--- src/rtl/npu_pkg.sv ---
// Shared definitions for the NPU systolic array and its result drain.
//   NPU_N      : matrix dimension of the array
//   NPU_IN_W   : signed width of array result elements
//   NPU_OUT_W  : signed width of requantized output elements
//   drain_state_t : result drain FSM states
package npu_pkg;

   localparam int NPU_N     = 10;
   localparam int NPU_IN_W  = 16;
   localparam int NPU_OUT_W = 8;

   typedef enum logic [1:0] {
      IDLE   = 2'd0,
      ARM    = 2'd1,
      STREAM = 2'd2
   } drain_state_t;

endpackage

--- src/rtl/requant_sat.sv ---
// Combinational requantizer: arithmetic right shift, optional ReLU,
// saturation to OUT_W signed bits.
//   value   : signed IN_W input element
//   shift   : right-shift amount (arithmetic, rounds toward -inf)
//   relu_en : clamp negative shifted values to zero
//   data    : OUT_W signed result
//   sat     : high when the result was clamped to the OUT_W range
module requant_sat #(
   parameter int IN_W  = 16,
   parameter int OUT_W = 8
) (
   input  logic signed [IN_W-1:0]  value,
   input  logic        [3:0]       shift,
   input  logic                    relu_en,
   output logic        [OUT_W-1:0] data,
   output logic                    sat
);

   localparam int MAX_I = (1 << (OUT_W - 1)) - 1;
   localparam int MIN_I = -(1 << (OUT_W - 1));
   localparam logic signed [IN_W-1:0] MAX_V = IN_W'(MAX_I);
   localparam logic signed [IN_W-1:0] MIN_V = IN_W'(MIN_I);

   logic signed [IN_W-1:0] shifted;
   logic signed [IN_W-1:0] v;

   always_comb begin
      // Shifts of IN_W or more leave only sign bits: 0 or -1.
      shifted = value >>> shift;
      v       = shifted;
      if (relu_en && shifted[IN_W-1]) begin
         v = '0;
      end
      data = v[OUT_W-1:0];
      sat  = 1'b0;
      if (v > MAX_V) begin
         data = MAX_V[OUT_W-1:0];
         sat  = 1'b1;
      end else if (v < MIN_V) begin
         data = MIN_V[OUT_W-1:0];
         sat  = 1'b1;
      end
   end

endmodule

--- src/rtl/npu_result_drain.sv ---
// Result drain for the NxN systolic array. On a rising edge of done_in the
// result matrix is captured into a local buffer (one cycle later, once the
// array's result register has settled), then streamed row-major over a
// valid/ready interface with per-element requantization and a per-frame
// saturation count.
//   clk, rst_n      : clock, asynchronous active-low reset
//   done_in         : array completion (rising edge used)
//   res_in          : flat NxN matrix, element (i,j) at [(i*N+j)*IN_W +: IN_W]
//   shift, relu_en  : requant controls, sampled at capture
//   out_ready       : consumer ready
//   out_valid/out_data/out_row/out_col/out_last : output stream
//   busy            : frame in ARM or STREAM
//   frame_done      : pulse the cycle after the final handshake
//   overrun         : pulse when a done_in rise is ignored
//   sat_cnt         : saturations in current/last frame, sticky at 0xFFFF
//
// state  | meaning
// IDLE   | waiting for a done_in rise
// ARM    | capturing res_in, shift, relu_en; preloading element (0,0)
// STREAM | presenting buffered elements until (N-1,N-1) is accepted
module npu_result_drain
   import npu_pkg::*;
#(
   parameter int N     = NPU_N,
   parameter int IN_W  = NPU_IN_W,
   parameter int OUT_W = NPU_OUT_W
) (
   input  logic                  clk,
   input  logic                  rst_n,
   input  logic                  done_in,
   input  logic [N*N*IN_W-1:0]   res_in,
   input  logic [3:0]            shift,
   input  logic                  relu_en,
   input  logic                  out_ready,
   output logic                  out_valid,
   output logic [OUT_W-1:0]      out_data,
   output logic [3:0]            out_row,
   output logic [3:0]            out_col,
   output logic                  out_last,
   output logic                  busy,
   output logic                  frame_done,
   output logic                  overrun,
   output logic [15:0]           sat_cnt
);

   localparam logic [3:0] LAST_IDX = 4'(N - 1);

   drain_state_t state_q;

   logic                   done_q;
   logic                   rise;
   logic                   hs;
   logic                   at_last;
   logic [3:0]             row_q;
   logic [3:0]             col_q;
   logic [3:0]             nrow;
   logic [3:0]             ncol;
   logic [3:0]             shift_q;
   logic                   relu_q;
   logic                   sat_q;
   logic signed [IN_W-1:0] mem_q [N][N];

   logic signed [IN_W-1:0] rq_value;
   logic [3:0]             rq_shift;
   logic                   rq_relu;
   logic [OUT_W-1:0]       rq_data;
   logic                   rq_sat;

   assign rise      = done_in & ~done_q;
   assign out_valid = (state_q == STREAM);
   assign busy      = (state_q != IDLE);
   assign hs        = out_valid & out_ready;
   assign at_last   = (row_q == LAST_IDX) && (col_q == LAST_IDX);
   assign out_last  = out_valid & at_last;
   assign out_row   = row_q;
   assign out_col   = col_q;

   // The requant path always looks one element ahead so out_data can be
   // registered: in ARM it sees (0,0) straight from res_in with the live
   // controls, in STREAM it sees the buffered element after (row,col).
   always_comb begin
      ncol = col_q + 4'd1;
      nrow = row_q;
      if (col_q == LAST_IDX) begin
         ncol = '0;
         nrow = row_q + 4'd1;
      end
      if (at_last) begin
         nrow = '0;
      end
      if (state_q == ARM) begin
         rq_value = $signed(res_in[IN_W-1:0]);
         rq_shift = shift;
         rq_relu  = relu_en;
      end else begin
         rq_value = mem_q[nrow][ncol];
         rq_shift = shift_q;
         rq_relu  = relu_q;
      end
   end

   requant_sat #(
      .IN_W  (IN_W),
      .OUT_W (OUT_W)
   ) u_requant (
      .value   (rq_value),
      .shift   (rq_shift),
      .relu_en (rq_relu),
      .data    (rq_data),
      .sat     (rq_sat)
   );

   always_ff @(posedge clk) begin
      if (state_q == ARM) begin
         for (int i = 0; i < N; i++) begin
            for (int j = 0; j < N; j++) begin
               mem_q[i][j] <= $signed(res_in[(i*N+j)*IN_W +: IN_W]);
            end
         end
      end
   end

   always_ff @(posedge clk or negedge rst_n) begin
      if (!rst_n) begin
         state_q    <= IDLE;
         done_q     <= 1'b0;
         row_q      <= '0;
         col_q      <= '0;
         shift_q    <= '0;
         relu_q     <= 1'b0;
         sat_q      <= 1'b0;
         out_data   <= '0;
         sat_cnt    <= '0;
         frame_done <= 1'b0;
         overrun    <= 1'b0;
      end else begin
         done_q     <= done_in;
         frame_done <= 1'b0;
         overrun    <= 1'b0;
         case (state_q)
            IDLE: begin
               if (rise) begin
                  state_q <= ARM;
               end
            end
            ARM: begin
               if (rise) begin
                  overrun <= 1'b1;
               end
               shift_q  <= shift;
               relu_q   <= relu_en;
               sat_cnt  <= '0;
               row_q    <= '0;
               col_q    <= '0;
               out_data <= rq_data;
               sat_q    <= rq_sat;
               state_q  <= STREAM;
            end
            STREAM: begin
               if (rise) begin
                  overrun <= 1'b1;
               end
               if (hs) begin
                  // The saturation flag travels with the presented element,
                  // so it is counted once, on acceptance.
                  if (sat_q && (sat_cnt != 16'hFFFF)) begin
                     sat_cnt <= sat_cnt + 16'd1;
                  end
                  if (at_last) begin
                     state_q    <= IDLE;
                     frame_done <= 1'b1;
                     row_q      <= '0;
                     col_q      <= '0;
                  end else begin
                     row_q    <= nrow;
                     col_q    <= ncol;
                     out_data <= rq_data;
                     sat_q    <= rq_sat;
                  end
               end
            end
            default: state_q <= IDLE;
         endcase
      end
   end

endmodule
--- config.mk ---
export PLATFORM = sky130hd
export DESIGN_NAME = npu_result_drain
export DESIGN_NICKNAME = d
export VERILOG_FILES = /design/src/rtl/npu_pkg.sv /design/src/rtl/requant_sat.sv /design/src/rtl/npu_result_drain.sv
export SDC_FILE = /design/constraint.sdc
export NUM_CORES = 2
export LEC_CHECK = 0
export ABC_AREA = 1
export BUFFER_PORTS_ARGS = -buffer_cell sky130_fd_sc_hd__buf_2
export CAP_MARGIN = 30
export CORE_AREA = 2 2 635 637
export DETAILED_ROUTE_END_ITERATION = 10
export DIE_AREA = 0 0 637 639
export PLACE_DENSITY = 0.41
export SLEW_MARGIN = 25
export SYNTH_ARGS = -nofsm -noshare
export SYNTH_HDL_FRONTEND = slang
export SYNTH_HIERARCHICAL = 1
export SYNTH_SLANG_ARGS = --single-unit
--- constraint.sdc ---
create_clock -name clk -period 63.5 [get_ports clk]
set_input_delay 3.175 -clock clk [delete_from_list [all_inputs] [get_ports clk]]
set_output_delay 3.175 -clock clk [all_outputs]
set_load 0.1 [all_outputs]
# [Word level (Yosys, flattened, before mapping)]
# Memory sizes are Yosys's and may differ from the RTL's.
# Index checks and enable logic that the tools add are counted.
[op_classes] add_sub_neg=3 magnitude_cmp=3 muxes=40 shift=1 reduce_logical=11 bitwise_logic=5 n_eq_ne=10
[ops] op="$mux 16" n=6
[ops] op="$bmux 16 s4" n=1
[ops] op="$mux 4" n=8
[ops] op="$mux 8" n=4
[ops] op="$pmux 16 s2" n=1
[ops] op="$add 16x1->16 const B" n=1
[ops] op="$gt 16x8->1 const B" n=1
[ops] op="$lt 16x8->1 const B" n=1
[ops] op="$ne 16x16->1 const B" n=1
[ops] op="$pmux 4 s2" n=2
[ops] op="$pmux 8 s2" n=1
[ops] op="$sshr 16x4->16" n=1
[ops] op="$mux 1" n=12
[ops] op="$reduce_and 3->1" n=3
[ops] op="$add 4x1->4 const B" n=2
[ops] op="$eq 4x4->1 const B" n=2
[ops] op="$mux 2" n=3
[ops] op="$ne 2x1->1 const B" n=3
[ops] op="$pmux 2 s3" n=1
[ops] op="$ge 5x5->1 const B" n=1
[ops] op="$not 4->5" n=1
[ops] op="$ne 2x2->1 const B" n=2
[ops] op="$reduce_bool 2->1" n=2
[ops] op="$and 1x1->1" n=3
[ops] op="8 further kinds" n=10
[totals] memories=1 ff_bits=43 inputBits=1609 ram_bits=1600 out_inout_bits=37
[memory_table] memory="mem_q" words=10 word_bits=160 rd=1 rd_ports_with_merged_regs=0 wr=10 line="npu_result_drain.sv:61" text="logic signed [IN_W-1:0] mem_q [N][N];"

# [Logic depth before layout (Yosys ltp)]
# An unclocked memory read counts as a cell.
[logic_depth] depth_word=17 ltp_mapped=34 mapped_depth_nobuf=33

# [Hierarchy]
# The synthesis kept the hierarchy.
[modules_own_cells] mod="npu_result_drain" seq_area_each_um2=49122.1 instances=1 cells_per_inst=6156 area_each_um2=69934.6
[modules_own_cells] mod="requant_sat" seq_area_each_um2=0.0 instances=1 cells_per_inst=189 area_each_um2=892.1

# [Worst setup path before layout]
# Ideal clock, no wire load.
[synth_path] path_kind="register -> register" start="register state_q[1]" end="register col_q[2], in the netlist out_col[2]" stages_incl_launch_ff=6 setup_ns=0.188 path_slack_ns=20.038 arrival_time_ns=43.274 path_buffers=0 required_ns=63.312 path_cell_list="dfrtp_1 -> inv_1 -> ha_1 -> inv_1 -> o21ai_1 -> o21ai_0"
[synth_via] elab_chain_cells=4
[synth_rtl] element="start: declaration" line="npu_result_drain.sv:48" text="drain_state_t state_q;"
[synth_rtl] element="start signal: assignment" line="npu_result_drain.sv:125" text="state_q <= IDLE;"
[synth_rtl] element="start signal: assignment" line="npu_result_drain.sv:143" text="state_q <= ARM;"
[synth_rtl] element="start signal: assignment" line="npu_result_drain.sv:157" text="state_q <= STREAM;"
[synth_rtl] element="$eq 2x2->1" line="npu_result_drain.sv:70, npu_result_drain.sv:140"
[synth_rtl] element="$and 1x1->1" line="npu_result_drain.sv:72" text="assign hs = out_valid & out_ready;"
[synth_rtl] element="$ne 2x1->1 (no source line)"
[synth_rtl] element="$reduce_and 2->1 (no source line)"
[synth_rtl] element="end signal: assignment" line="npu_result_drain.sv:176" text="col_q <= ncol;"
[synth_rtl] element="end: declaration" line="npu_result_drain.sv:55" text="logic [3:0] col_q;"
# Several ways; a longest one is shown, not always the timed one.
# A chain may end at the register's enable or synchronous reset.

# [Final worst setup path]
[layout_path] start="register col_q[1], in the netlist out_col[1]" end="register sat_q"
[layout_via] elab_chain_cells=17
[layout_rtl] element="$eq 4x4->1" line="npu_result_drain.sv:73, npu_result_drain.sv:84"
[layout_rtl] element="$mux 4 or $logic_and 1x1->1 (tied branches)" line="npu_result_drain.sv:84, npu_result_drain.sv:73"
[layout_rtl] element="$mux 4" line="npu_result_drain.sv:88" text="if (at_last) begin"
[layout_rtl] element="$mem_v2 10x160"
[layout_rtl] element="$bmux 16 s4 *" line="npu_result_drain.sv:96" text="rq_value = mem_q[nrow][ncol];"
[layout_rtl] element="$mux 16 (not written as such) * (2 in a row)" line="npu_result_drain.sv:96"
[layout_rtl] element="$mux 16 *" line="npu_result_drain.sv:91" text="if (state_q == ARM) begin"
[layout_rtl] element="net rq_value[12]" line="npu_result_drain.sv:63" text="logic signed [IN_W-1:0] rq_value;"
[layout_rtl] element="[2 not listed]"
[layout_rtl] element="$mux 16 *" line="requant_sat.sv:31" text="if (relu_en && shifted[IN_W-1]) begin"
[layout_rtl] element="$lt 16x8->1" line="requant_sat.sv:39" text="end else if (v < MIN_V) begin"
[layout_rtl] element="$mux 1" line="requant_sat.sv:39"
[layout_rtl] element="$mux 1 *" line="requant_sat.sv:36" text="if (v > MAX_V) begin"
[layout_rtl] element="net rq_sat" line="npu_result_drain.sv:67" text="logic rq_sat;"
[layout_rtl] element="$mux 1" line="npu_result_drain.sv:169" text="if (at_last) begin"
[layout_rtl] element="$mux 1" line="npu_result_drain.sv:163" text="if (hs) begin"
[layout_rtl] element="$pmux 1 s2 *" line="npu_result_drain.sv:140" text="case (state_q)"
[layout_rtl] element="end signal: assignment" line="npu_result_drain.sv:156" text="sat_q <= rq_sat;"
[layout_rtl] element="end signal: assignment" line="npu_result_drain.sv:178" text="sat_q <= rq_sat;"
[layout_rtl] element="end: declaration" line="npu_result_drain.sv:60" text="logic sat_q;"
# The timed path passes the listed nets; every way through them passes the cells marked *. The select of a mux whose other input is x is not followed.

==> metrics.md <==
| Metric | Value |
|---|---|
| Min-delay src | done_q |
| Total GRT Usage | between 10% and 20% |
| TritonCTS clock tree | done |
| Post-CTS Setup Inserts | 0 |
| Critical Path AT | 8.69 ns |
| CP max-delay cell | buf_4 |
| Pins Over Slew Limit | 0 |
| Sequential share of power | a little over two fifths |
| Area grow syn2layout | 30.4% |
| PwrDens | about 44 mW/mm^2 |
| Die Y | around 640 um |
| Final setup TNS | 0 ns |
| Relative slew margins | approximately 25% |
| Initial core utilization | roughly 18% |
| Port-buffer cells | around 1.6k |
| Worst hold path class | flop to flop |
| Antenna-violating nets left | 0 |
| Top-level port count | approximately 1.6k |
| CTS resizes | 0 |
| Gr ovfl total | 0 |
| Pre-CTS setup slack | 55.39 ns |
| Clk Latency, worst-skew pair | between 0.9 and 1 ns |
| RSZ-0062 raised after global routing | false |
| Global-route wire length before repair | between 500000 and 600000 um |
| Fillers | 43.6k |
| Synth top area share | 67.8% |
| DP HPWL | about 320000 um |
| Gate power share | a little over a quarter |
| Row count | ~230 |
| Cts hold-fix bufs | 0 |
| Final wirelength | 414000 um |
| Avg WL per Cell | 30.7 um |
| DR vias | roughly 60k |
| Top FF cell, synth | edfxtp_1 |
| Clk root buf | clkbuf_16 |
| Hold Path Depth | 1 |
| Post-synth cell types | 45 |
| Worst reg2reg path startpoint | out_col[1] |
| Final #Nets | 9511 |
| CP endpoint kind | flop |
| Worst Skew | between 0.06 and 0.07 ns |
| Vias in the first global route | approximately 57k |
| Switch share | between 30% and 40% |
| Synth Register Bits | ~1.6k |
| Status | finished, final reports clean |
| Antenna violations before repair | around 430 |
| Clock power share | approximately 31% |
| DRT iter0 DRCs | roughly 6.4k |
| Crit path largest cell delay | approximately 0.66 ns |
| Core Area | 0.401 sq mm |
| Top post-synthesis cells by count | nand2_1 (1625), edfxtp_1 (1600), nand3_1 (1359), inv_1 (621), nand3b_1 (336) |
| Register area share after synthesis | 69.4% |
| Min cycle time layout | 7.90 ns |
| Int Power | approximately 2.6 mW |
| Chip Width | 637 um |
| H-tree Lvls | 4 |
| Cell Area, Synth | between 0.07 and 0.08 sq mm |
| Total Die Area | about 0.41 sq mm |
| Top post-synthesis cells by area | edfxtp_1 (68%), nand3_1 (9.6%), nand2_1 (8.6%), nand3b_1 (3.6%), inv_1 (3.3%) |
| Post-synthesis net count | around 8k |
| Pin count of the biggest net entering global routing | approximately 150 |
| Most common cell in the netlist | nand2_1 |
| Max FO, Critical Path | 121 |
| FF-to-FF path depth | 30 |
| Ys Warns | 6 |
| DRC | 0 |
| Crit path launch | out_col[1] |
| Clk slew on worst S/H paths | ~0.060 ns |
| CP Class | flop to flop |
| Final Cycle Share | ~12% |
| EDFF count, synth | ~1.6k |
| NetSw | around 1.5 mW |
| Synth async-reset ratio | around 2.6% |
| VDD IR max | 0.0325 mV |
| Final GP Congestion | 0.900 |
| Clock Path Buffers | 4 |
| Peak Freq | approximately 0.13 GHz |
| Post-Synthesis Cells | 6345 |
| Final worst slack | ~56 ns |
| Leakage | roughly 38 nW |
| Pre-antenna DRT Iters | 6 |
| Worst setup SP type | flop |
| CTS Sinks | 1643 |
| Total CTS buffers | roughly 200 |
| Vias per inst | about 4.3 |
| CP required | about 64 ns |
| Max-cap violations | 0 |
| Final Hold Viols | 0 |
| Slew @ Worst Pin | between 1 and 1.5 ns |
| Share of cells above drive strength 1 | about a quarter |
| Synth area leader | edfxtp_1 |
| Finish-stage setup viols | 0 |
| CP most frequent cell | nand2_1 |
| Syn_area_per_cell | about 11 sq um |
-- through the flow --
step	cells	total power [mW]	utilization, %	instance area (sq um)	hold WS (ns)
floorplan	6345	3.03	-	70800	0.403
global placement	12966	2.89	21.2	84800	0.421
detailed placement	12973	2.88	21.2	84900	0.418
finish	13513	4.07	23.0	92300	0.433
global route	13436	4.27	23.0	92100	0.453
CTS	13344	4.14	22.9	91900	0.432
-- power by group through the flow --
| stage | logic [mW] | clock network, mW | registers [mW] |
|---|---|---|---|
| after floorplan | 0.552 | 0 | 2.48 |
| after CTS | 1.14 | 1.27 | 1.72 |
| after detailed placement | 1.14 | 0 | 1.74 |
| after global placement | 1.14 | 0 | 1.75 |
| final | 1.11 | 1.24 | 1.72 |
| after global routing | 1.21 | 1.31 | 1.75 |
-- kinds of logic after synthesis --
family          synth area share [%]
xor+xnor                      0.0371
mux                            0.171
fa+ha+maj                      0.141
buf+inv                         5.93
compound gates                  1.75
simple gates                    22.6
flops                           69.4
-- sequential cells by signal, indices dropped and copies added (netlist names) --
name	flops
sat_cnt	16
mem_q	1600
out_col	4
sat_q	1
out_data	8
done_q	1
shift_q	4
state_q	2
relu_q	1
out_row	4
frame_done	1
overrun	1
-- routing by layer --
layer  wire, um  vias up  track usage (%)
met4      15400      102             6.51
met2     195000     3111             32.3
met1     174000    28982             25.3
met3      30000      928             4.07
li1           -    25200                -
met5        643        -                0
-- worst paths after layout --
path	slack, ns	endpoint
worst max-delay path	55.60	sat_q
worst min-delay path	0.43	overrun
worst max register to register	55.60	sat_q
worst min register to register	0.43	overrun
max in group asynchronous	60.51	sat_cnt[6]
min in group asynchronous	2.42	frame_done
-- cells in the final DEF, fill, tap and decap left out, types with 7 or more instances in the layout --
| cell type | n |
|---|---|
| o311ai_1 | 15 |
| buf_2 | 1646 |
| mux2_2 | 9 |
| ha_1 | 7 |
| clkinv_1 | 40 |
| clkbuf_1 | 40 |
| nand2_1 | 1624 |
| buf_4 | 84 |
| nor2_1 | 72 |
| dfrtp_1 | 43 |
| nand3_1 | 1359 |
| clkinv_2 | 29 |
| o22ai_1 | 7 |
| diode_2 | 167 |
| nor3_1 | 7 |
| o21ai_0 | 41 |
| a21oi_1 | 80 |
| o211ai_1 | 48 |
| buf_12 | 12 |
| bufinv_16 | 32 |
| inv_1 | 619 |
| or2_0 | 9 |
| edfxtp_1 | 1600 |
| nand3b_1 | 336 |
| clkbuf_16 | 204 |
| or2_2 | 10 |
-- final cells by class --
cell class | count | area [sq um] | area share (%)
sequential | 1643 | 49100 | 53.2
multi-input combinational | 3669 | 17600 | 19.1
timing repair buffer | 1747 | 9230 | 10.0
tap | 5287 | 6620 | 7.16
clock buffer | 244 | 5260 | 5.69
inverter | 629 | 2390 | 2.59
clock inverter | 127 | 1660 | 1.80
antenna | 167 | 418 | 0.453
-- worst max-delay path, delay by kind of cell, from the launching register on --
family / cells / cell delay [ns]
and+or+nand+nor: 22 / 3.85
buffers and inverters: 4 / 1.80
AOI/OAI and AO/OA: 2 / 0.68
DFF: 1 / 0.43
muxes: 1 / 0.26
adders and majority gates: 1 / 0.18
Power figures use the tool's default switching activity.
